## src/rtl/ftdi_tx_arbiter.sv

```systemverilog
// Packet-level round-robin arbiter sharing the FTDI transmit path between two byte streams.
// Optional header framing is enabled by defining FTDI_ARB_HDR_EN.
module ftdi_tx_arbiter #(
  parameter int pDataWidth = 8,
  parameter int pMaxData   = 64,
  parameter int pTimeout   = 255
) (
  input  logic                  iClk,
  input  logic                  iRst_n,
  input  logic [1:0]            iReqValid,
  input  logic [1:0]            iReqLast,
  input  logic [pDataWidth-1:0] iReqData0,
  input  logic [pDataWidth-1:0] iReqData1,
  output logic [1:0]            oReqReady,
  output logic [pDataWidth-1:0] oTxData,
  output logic                  oTxValid,
  input  logic                  iTxReady,
  output logic [1:0]            oGrant,
  output logic                  oBusy,
  output logic [7:0]            oErrCnt
);

  typedef enum logic [1:0] {
    IDLE = 2'd0,
`ifdef FTDI_ARB_HDR_EN
    HDR  = 2'd1,
`endif
    XFER = 2'd2,
    DONE = 2'd3
  } state_e;

  localparam logic [7:0] MaxCnt     = 8'(pMaxData);
  localparam logic [7:0] TimeoutCnt = 8'(pTimeout);

  function automatic logic [7:0] sat_inc(input logic [7:0] v);
    return (v == 8'hFF) ? v : v + 8'd1;
  endfunction

  state_e                state_q, state_d;
  logic [1:0]            grant_q, grant_d;
  logic [pDataWidth-1:0] tx_data_q, tx_data_d;
  logic                  tx_valid_q, tx_valid_d;
  logic [7:0]            byte_cnt_q, byte_cnt_d;
  logic [7:0]            stall_cnt_q, stall_cnt_d;
  logic [7:0]            err_cnt_q, err_cnt_d;
  logic                  last_q, last_d;

  logic                  ch;
  logic                  out_free;
  logic                  req_v;
  logic                  req_last;
  logic [pDataWidth-1:0] req_data;
  logic                  accept;
  logic [7:0]            cnt_inc;
  logic [7:0]            stall_inc;

  assign ch        = grant_q[1];
  // The output register can take a byte if empty or being drained this cycle.
  assign out_free  = !tx_valid_q || iTxReady;
  assign req_v     = iReqValid[ch];
  assign req_last  = iReqLast[ch];
  assign req_data  = ch ? iReqData1 : iReqData0;
  assign accept    = (state_q == XFER) && out_free && req_v;
  assign cnt_inc   = byte_cnt_q + 8'd1;
  assign stall_inc = stall_cnt_q + 8'd1;

  assign oReqReady = ((state_q == XFER) && out_free) ? grant_q : 2'b00;
  assign oTxData   = tx_data_q;
  assign oTxValid  = tx_valid_q;
  assign oGrant    = grant_q;
  assign oBusy     = (state_q != IDLE);
  assign oErrCnt   = err_cnt_q;

  always_comb begin
    state_d     = state_q;
    grant_d     = grant_q;
    tx_data_d   = tx_data_q;
    tx_valid_d  = tx_valid_q && !iTxReady;
    byte_cnt_d  = byte_cnt_q;
    stall_cnt_d = stall_cnt_q;
    err_cnt_d   = err_cnt_q;
    last_d      = last_q;
    case (state_q)
      IDLE: begin
        if (|iReqValid) begin
          if (&iReqValid) grant_d = last_q ? 2'b01 : 2'b10;
          else            grant_d = iReqValid[1] ? 2'b10 : 2'b01;
`ifdef FTDI_ARB_HDR_EN
          state_d = HDR;
`else
          state_d = XFER;
`endif
        end
      end
`ifdef FTDI_ARB_HDR_EN
      HDR: begin
        if (out_free) begin
          tx_data_d  = pDataWidth'({4'hA, 3'b000, ch});
          tx_valid_d = 1'b1;
          state_d    = XFER;
        end
      end
`endif
      XFER: begin
        if (accept) begin
          tx_data_d   = req_data;
          tx_valid_d  = 1'b1;
          byte_cnt_d  = cnt_inc;
          stall_cnt_d = 8'd0;
          if (req_last) begin
            state_d = DONE;
          end else if (cnt_inc == MaxCnt) begin
            // Truncated: the rest of the requester's stream becomes a new packet.
            state_d   = DONE;
            err_cnt_d = sat_inc(err_cnt_q);
          end
        end else if (!tx_valid_q) begin
          stall_cnt_d = stall_inc;
          if (stall_inc == TimeoutCnt) begin
            state_d   = DONE;
            err_cnt_d = sat_inc(err_cnt_q);
          end
        end
      end
      DONE: begin
        if (out_free) begin
          last_d      = ch;
          grant_d     = 2'b00;
          byte_cnt_d  = 8'd0;
          stall_cnt_d = 8'd0;
          state_d     = IDLE;
        end
      end
      default: state_d = IDLE;
    endcase
  end

  always_ff @(posedge iClk) begin
    if (!iRst_n) begin
      state_q     <= IDLE;
      grant_q     <= 2'b00;
      tx_data_q   <= '0;
      tx_valid_q  <= 1'b0;
      byte_cnt_q  <= 8'd0;
      stall_cnt_q <= 8'd0;
      err_cnt_q   <= 8'd0;
      last_q      <= 1'b1;
    end else begin
      state_q     <= state_d;
      grant_q     <= grant_d;
      tx_data_q   <= tx_data_d;
      tx_valid_q  <= tx_valid_d;
      byte_cnt_q  <= byte_cnt_d;
      stall_cnt_q <= stall_cnt_d;
      err_cnt_q   <= err_cnt_d;
      last_q      <= last_d;
    end
  end

endmodule
```

## config.mk

```make
export PLATFORM = sky130hd
export DESIGN_NAME = ftdi_tx_arbiter
export DESIGN_NICKNAME = d
export VERILOG_FILES = /design/src/rtl/ftdi_tx_arbiter.sv
export SDC_FILE = /design/constraint.sdc
export NUM_CORES = 1
export LEC_CHECK = 0
export ABC_AREA = 1
export CORE_ASPECT_RATIO = 0.5
export CORE_MARGIN = 4
export CORE_UTILIZATION = 48
export DETAILED_ROUTE_END_ITERATION = 10
export GPL_TIMING_DRIVEN = 0
export HOLD_SLACK_MARGIN = 0.06
export PLACE_DENSITY = 0.75
export SLEW_MARGIN = 25
export SYNTH_ARGS = -nofsm -noshare
export SYNTH_HDL_FRONTEND = slang
export SYNTH_SLANG_ARGS = --single-unit
```

## constraint.sdc

```tcl
create_clock -name iClk -period 4.8 [get_ports iClk]
set_clock_uncertainty 0.05 [all_clocks]
set_input_delay 1.44 -clock iClk [delete_from_list [all_inputs] [get_ports iClk]]
set_output_delay 1.44 -clock iClk [all_outputs]
set_load 0.01 [all_outputs]
```

Word-level counts from Yosys, hierarchy flattened. Index checks and enable logic that the tools add are counted.

Add/sub/neg operators: 3. $lt $le $gt $ge: 1. Eq/ne operators: 14. Muxes and demuxes: 33. Reductions and logical operators: 20.

Operators with widths (number): 8-bit two-way mux (11); 8-bit case mux with 2 select lines (2); 8-bit by 1-bit adder with 8-bit output, second input constant (3); 2-bit two-way mux (12); 8-bit == test, second input constant (2); 5-bit AND reduction (2); 3-bit AND reduction (3); 8-bit by 7-bit == test with 1-bit output, second input constant (1); 2-bit != test, second input constant (4); 2-bit nonzero test (4); 1-bit two-way mux (6); 2-bit case mux with 3 select lines (1); 2-bit AND reduction (3); 2-bit == test, second input constant (2); 2-bit by 1-bit != test with 1-bit output, second input constant (2); 4-bit by 3-bit != test with 1-bit output, second input constant (1); 2-bit case mux with 2 select lines (1); 1-bit logical AND (3); 3-bit by 2-bit != test with 1-bit output, second input constant (1); 3-bit != test, second input constant (1); 1-bit zero test (2); 2-bit zero test (1); 1-bit by 2-bit < comparator with 1-bit output, second input constant (1); 2-bit OR reduction (1); 1-bit logical OR (1).

Register bits after elaboration: 38. Bits of input ports: 23. Output and inout port bits: 22. Word-level logic and storage cells: 79.

Logic depth before layout (Yosys ltp).
Depth after elaboration: 6. Mapped depth: 14. Depth with buffers taken out: 14.

Worst setup path after synthesis. OpenSTA, ideal clock, no wires.

Path type: input to output. From: input port iTxReady. To: output port oReqReady[0]. Arrival time: 1789 ps. Required time: 3310 ps. Slack: 1521 ps. Cell stages on the path: 4. Buffers on the path: 0. Path through: nor2_4 -> nor2_4 -> inv_1 -> nor2_1.

Word-level cells in the longest chain between the ends: 3.

RTL lines: start, declared (line 17) `input logic iTxReady,`; 1-bit logical OR (line 59) `assign out_free = !tx_valid_q || iTxReady;`; 1-bit logical AND (line 67) `assign oReqReady = ((state_q == XFER) && out_free) ? grant_q : 2'b00;`; 2-bit two-way mux (line 67); end, declared (line 14) `output logic [1:0] oReqReady,`.

No other way between the ends.

Worst setup path after layout. Ends and elaborated chain as after synthesis.

==> run_results.csv <==
group,metric,value,unit
flow_run,maxCapViolations,0,
clock_tree,clock_latency,300,ps
power_and_ir_drop,p_per_area,260.6,nW/µm²
setup_path,cp_top_family,"buffers and inverters",
final_layout,drive_gt1_share,9.610,%
final_layout,syn_to_final_growth,27.26,%
hold_path,hold_class,"flop to flop",
logic_synthesis,synth_ff_type,"dfxtp_1",
final_layout,antenna_cells,0,
run_status,status,"completed",
setup_path,critPathBufInv,3,
clock_tree,cts_buffers,5,
routing,postRouteAntennaNets,0,
timing,rsz0062_at_grt,"no",
timing,tns,0,ps
setup_path,end_kind,"primary output",
grt,grt_pass1_vias,2189,
timing,fin_ws,517.4,ps
routing,drtIter0Drc,79,
logic_synthesis,synth_cells,333,
logic_synthesis,synth_cell_types,31,
routing,met2_length,2.549,mm
timing,layout_min_cycle_time,4283,ps
logic_synthesis,netlist.area_leader.share,34.39,%
routing,routed.top_layer,"met4",
logic_synthesis,synth_area_leaders,"dfxtp_1 34%, nand2_1 16%, nor2_1 7.6%",
routing,wl_met1,2.566,mm
routing,routed-wl-met3,225,µm
logic_synthesis,syn-cell-area,2212,µm²
routing,drc,0,
floorplan,die_w,104.0,µm
clock_tree,clockBufferDepth,2,
clock_tree,clock-sinks,38,
logic_synthesis,postSynthAreaPerCell,6.643,µm²
timing,worstMarginPinSlew,561.5,ps
timing,slew_headroom,62.57,%
routing,dr.pass1.iters,5,
grt,grt_pass1_wl,9.487,mm
routing,wl,5.400,mm
clock_tree,cts_tree,"done",
timing,hold_viol,0,
clock_tree,postCtsSetupBuffers,0,
setup_path,cp.required,3310,ps
setup_path,start_kind,"primary input",
setup_path,path_class,"primary input to primary output",
clock_tree,clk_pin_slew,70,ps
floorplan,num_rows,17,
grt,antenna_found_initial,0,
logic_synthesis,synth-edff-count,0,
placement,placement.io_buffers,44,
timing,finalMaxSlewViolations,0,
logic_synthesis,synth_top_cell_by_area,"dfxtp_1",
routing,post_drt_wl_per_cell,12.22,µm
power_and_ir_drop,power,733.5,µW
logic_synthesis,synth_common_cells,"92 x nand2_1, 45 x nor2_1, 38 x dfxtp_1",
power_and_ir_drop,p_leak,1.159,nW
logic_synthesis,yosysWarnings,0,
routing,avgViaCountPerCell,5.120,
timing,whs,439.2,ps
power_and_ir_drop,ir_worst_vdd,0.1135,mV
floorplan,fp.dieH,56.01,µm
grt,grt_usage,19.58,%
final_layout,final_nets,412,
timing,clock.fmax,233.5,MHz
floorplan,dieArea,5825,µm²
timing,setup_violations,0,
setup_path,cp_data_arrival_time,2790,ps
floorplan,core-area,4424,µm²
placement,place_congestion,0.8083,
final_layout,fin_util,63.63,%
placement,place_hpwl,4.053,mm
setup_path,cp_cell_sequence,"clkdlybuf4s50_1 > nor2_4 > nor2_4 > inv_1 > nor2_1 > clkdlybuf4s50_1",
logic_synthesis,ys_ff_latch,38,
logic_synthesis,ys_seq_area_share,34.39,%
clock_tree,ctsHoldBuffers,0,
setup_path,slowest_delay,540,ps
logic_synthesis,syn-num-nets,361,
floorplan,start_util,50.00,%
clock_tree,post_cts_resize_count,0,
placement,place_ws,504.7,ps
setup_path,crit_path_max_fanout,4,
logic_synthesis,synthArstFlopShare,0,%
clock_tree,root_buffer,"clkbuf_8",
grt,grt_max_degree,12,
grt,grt_overflow,0,
timing,min_period_over_period,89.22,%
routing,dr_total_vias,2263,
clock_tree,htreeDepth,2,
logic_synthesis,synth.most_common_cell,"nand2_1",
setup_path,slowest_stage,"clkdlybuf4s50_1",
floorplan,ios,45,
==> metrics by stage <==
| step | instances | area [µm²] |
|---|---|---|
| global route | 442 | 2815 |
| CTS | 442 | 2815 |
| floorplan | 333 | 2212 |
| global placement | 434 | 2724 |
| finish | 442 | 2815 |
| detailed placement | 434 | 2724 |
==> layout by cell type, fill, tap and decap left out, drive strengths merged <==
| cell | count |
|---|---|
| or2 | 2 |
| o211ai | 1 |
| buf | 5 |
| dfxtp | 38 |
| o21bai | 1 |
| nand4 | 10 |
| a311oi | 1 |
| o21ai | 16 |
| ha | 5 |
| a31oi | 10 |
| clkbuf | 11 |
| inv | 39 |
| a211oi | 4 |
| a21oi | 18 |
| nor3 | 1 |
| nand2 | 98 |
| nor2 | 53 |
| clkdlybuf4s50 | 44 |
| clkinv | 4 |
| nand3 | 24 |
==> tightest hold or removal path: stages (launching register included) <==
cell	delay [ps]
dfxtp_1	330
nand2_1	60
a21oi_1	60
==> worst paths after layout <==
check	startpoint	depth (start not counted)	slack, ps	end
min reg2reg	stall_cnt_q[7]	2	440	stall_cnt_q[7]
max reg2reg	byte_cnt_q[1]	11	2850	oErrCnt[6]
min	stall_cnt_q[7]	2	440	stall_cnt_q[7]
max	iTxReady	6	520	oReqReady[0]
==> flip-flops by register name (all words and copies together), names as in the netlist <==
signal       flops
oGrant           2
byte_cnt_q       8
last_q           1
state_q          2
stall_cnt_q      8
oTxValid         1
oErrCnt          8
oTxData          8
==> where the power goes <==
| part | internal (mW) | total (mW) | switching, mW |
|---|---|---|---|
| clock network | 0.116 | 0.236 | 0.120 |
| registers | 0.332 | 0.346 | 0.0142 |
| logic | 0.0675 | 0.151 | 0.0839 |
==> layer usage <==
layer | GRT usage, % | vias up
li1 | - | 1180
met1 | 23.58 | 1034
met2 | 34.90 | 44
met3 | 4.751 | 5
met4 | 5.682 | 0
met5 | 0 | -
==> area by class of cell <==
cell class / count / area (µm²)
buffer: 9 / 45.04
clock buffer: 7 / 86.33
clock inverter: 1 / 5.005
fill: 411 / 1609
inverter: 42 / 157.7
multi-input combinational: 244 / 1249
sequential: 38 / 760.7
tap: 57 / 71.32
timing repair buffer: 44 / 440.4
==> cells by family after synthesis <==
| family | Yosys count | synth area share [%] |
|---|---|---|
| simple gates | 188 | 39.48 |
| fa+ha+maj | 5 | 2.828 |
| buf+inv | 51 | 9.162 |
| flops | 38 | 34.39 |
| compound gates | 51 | 14.14 |
Power figures use the tool's default switching activity.
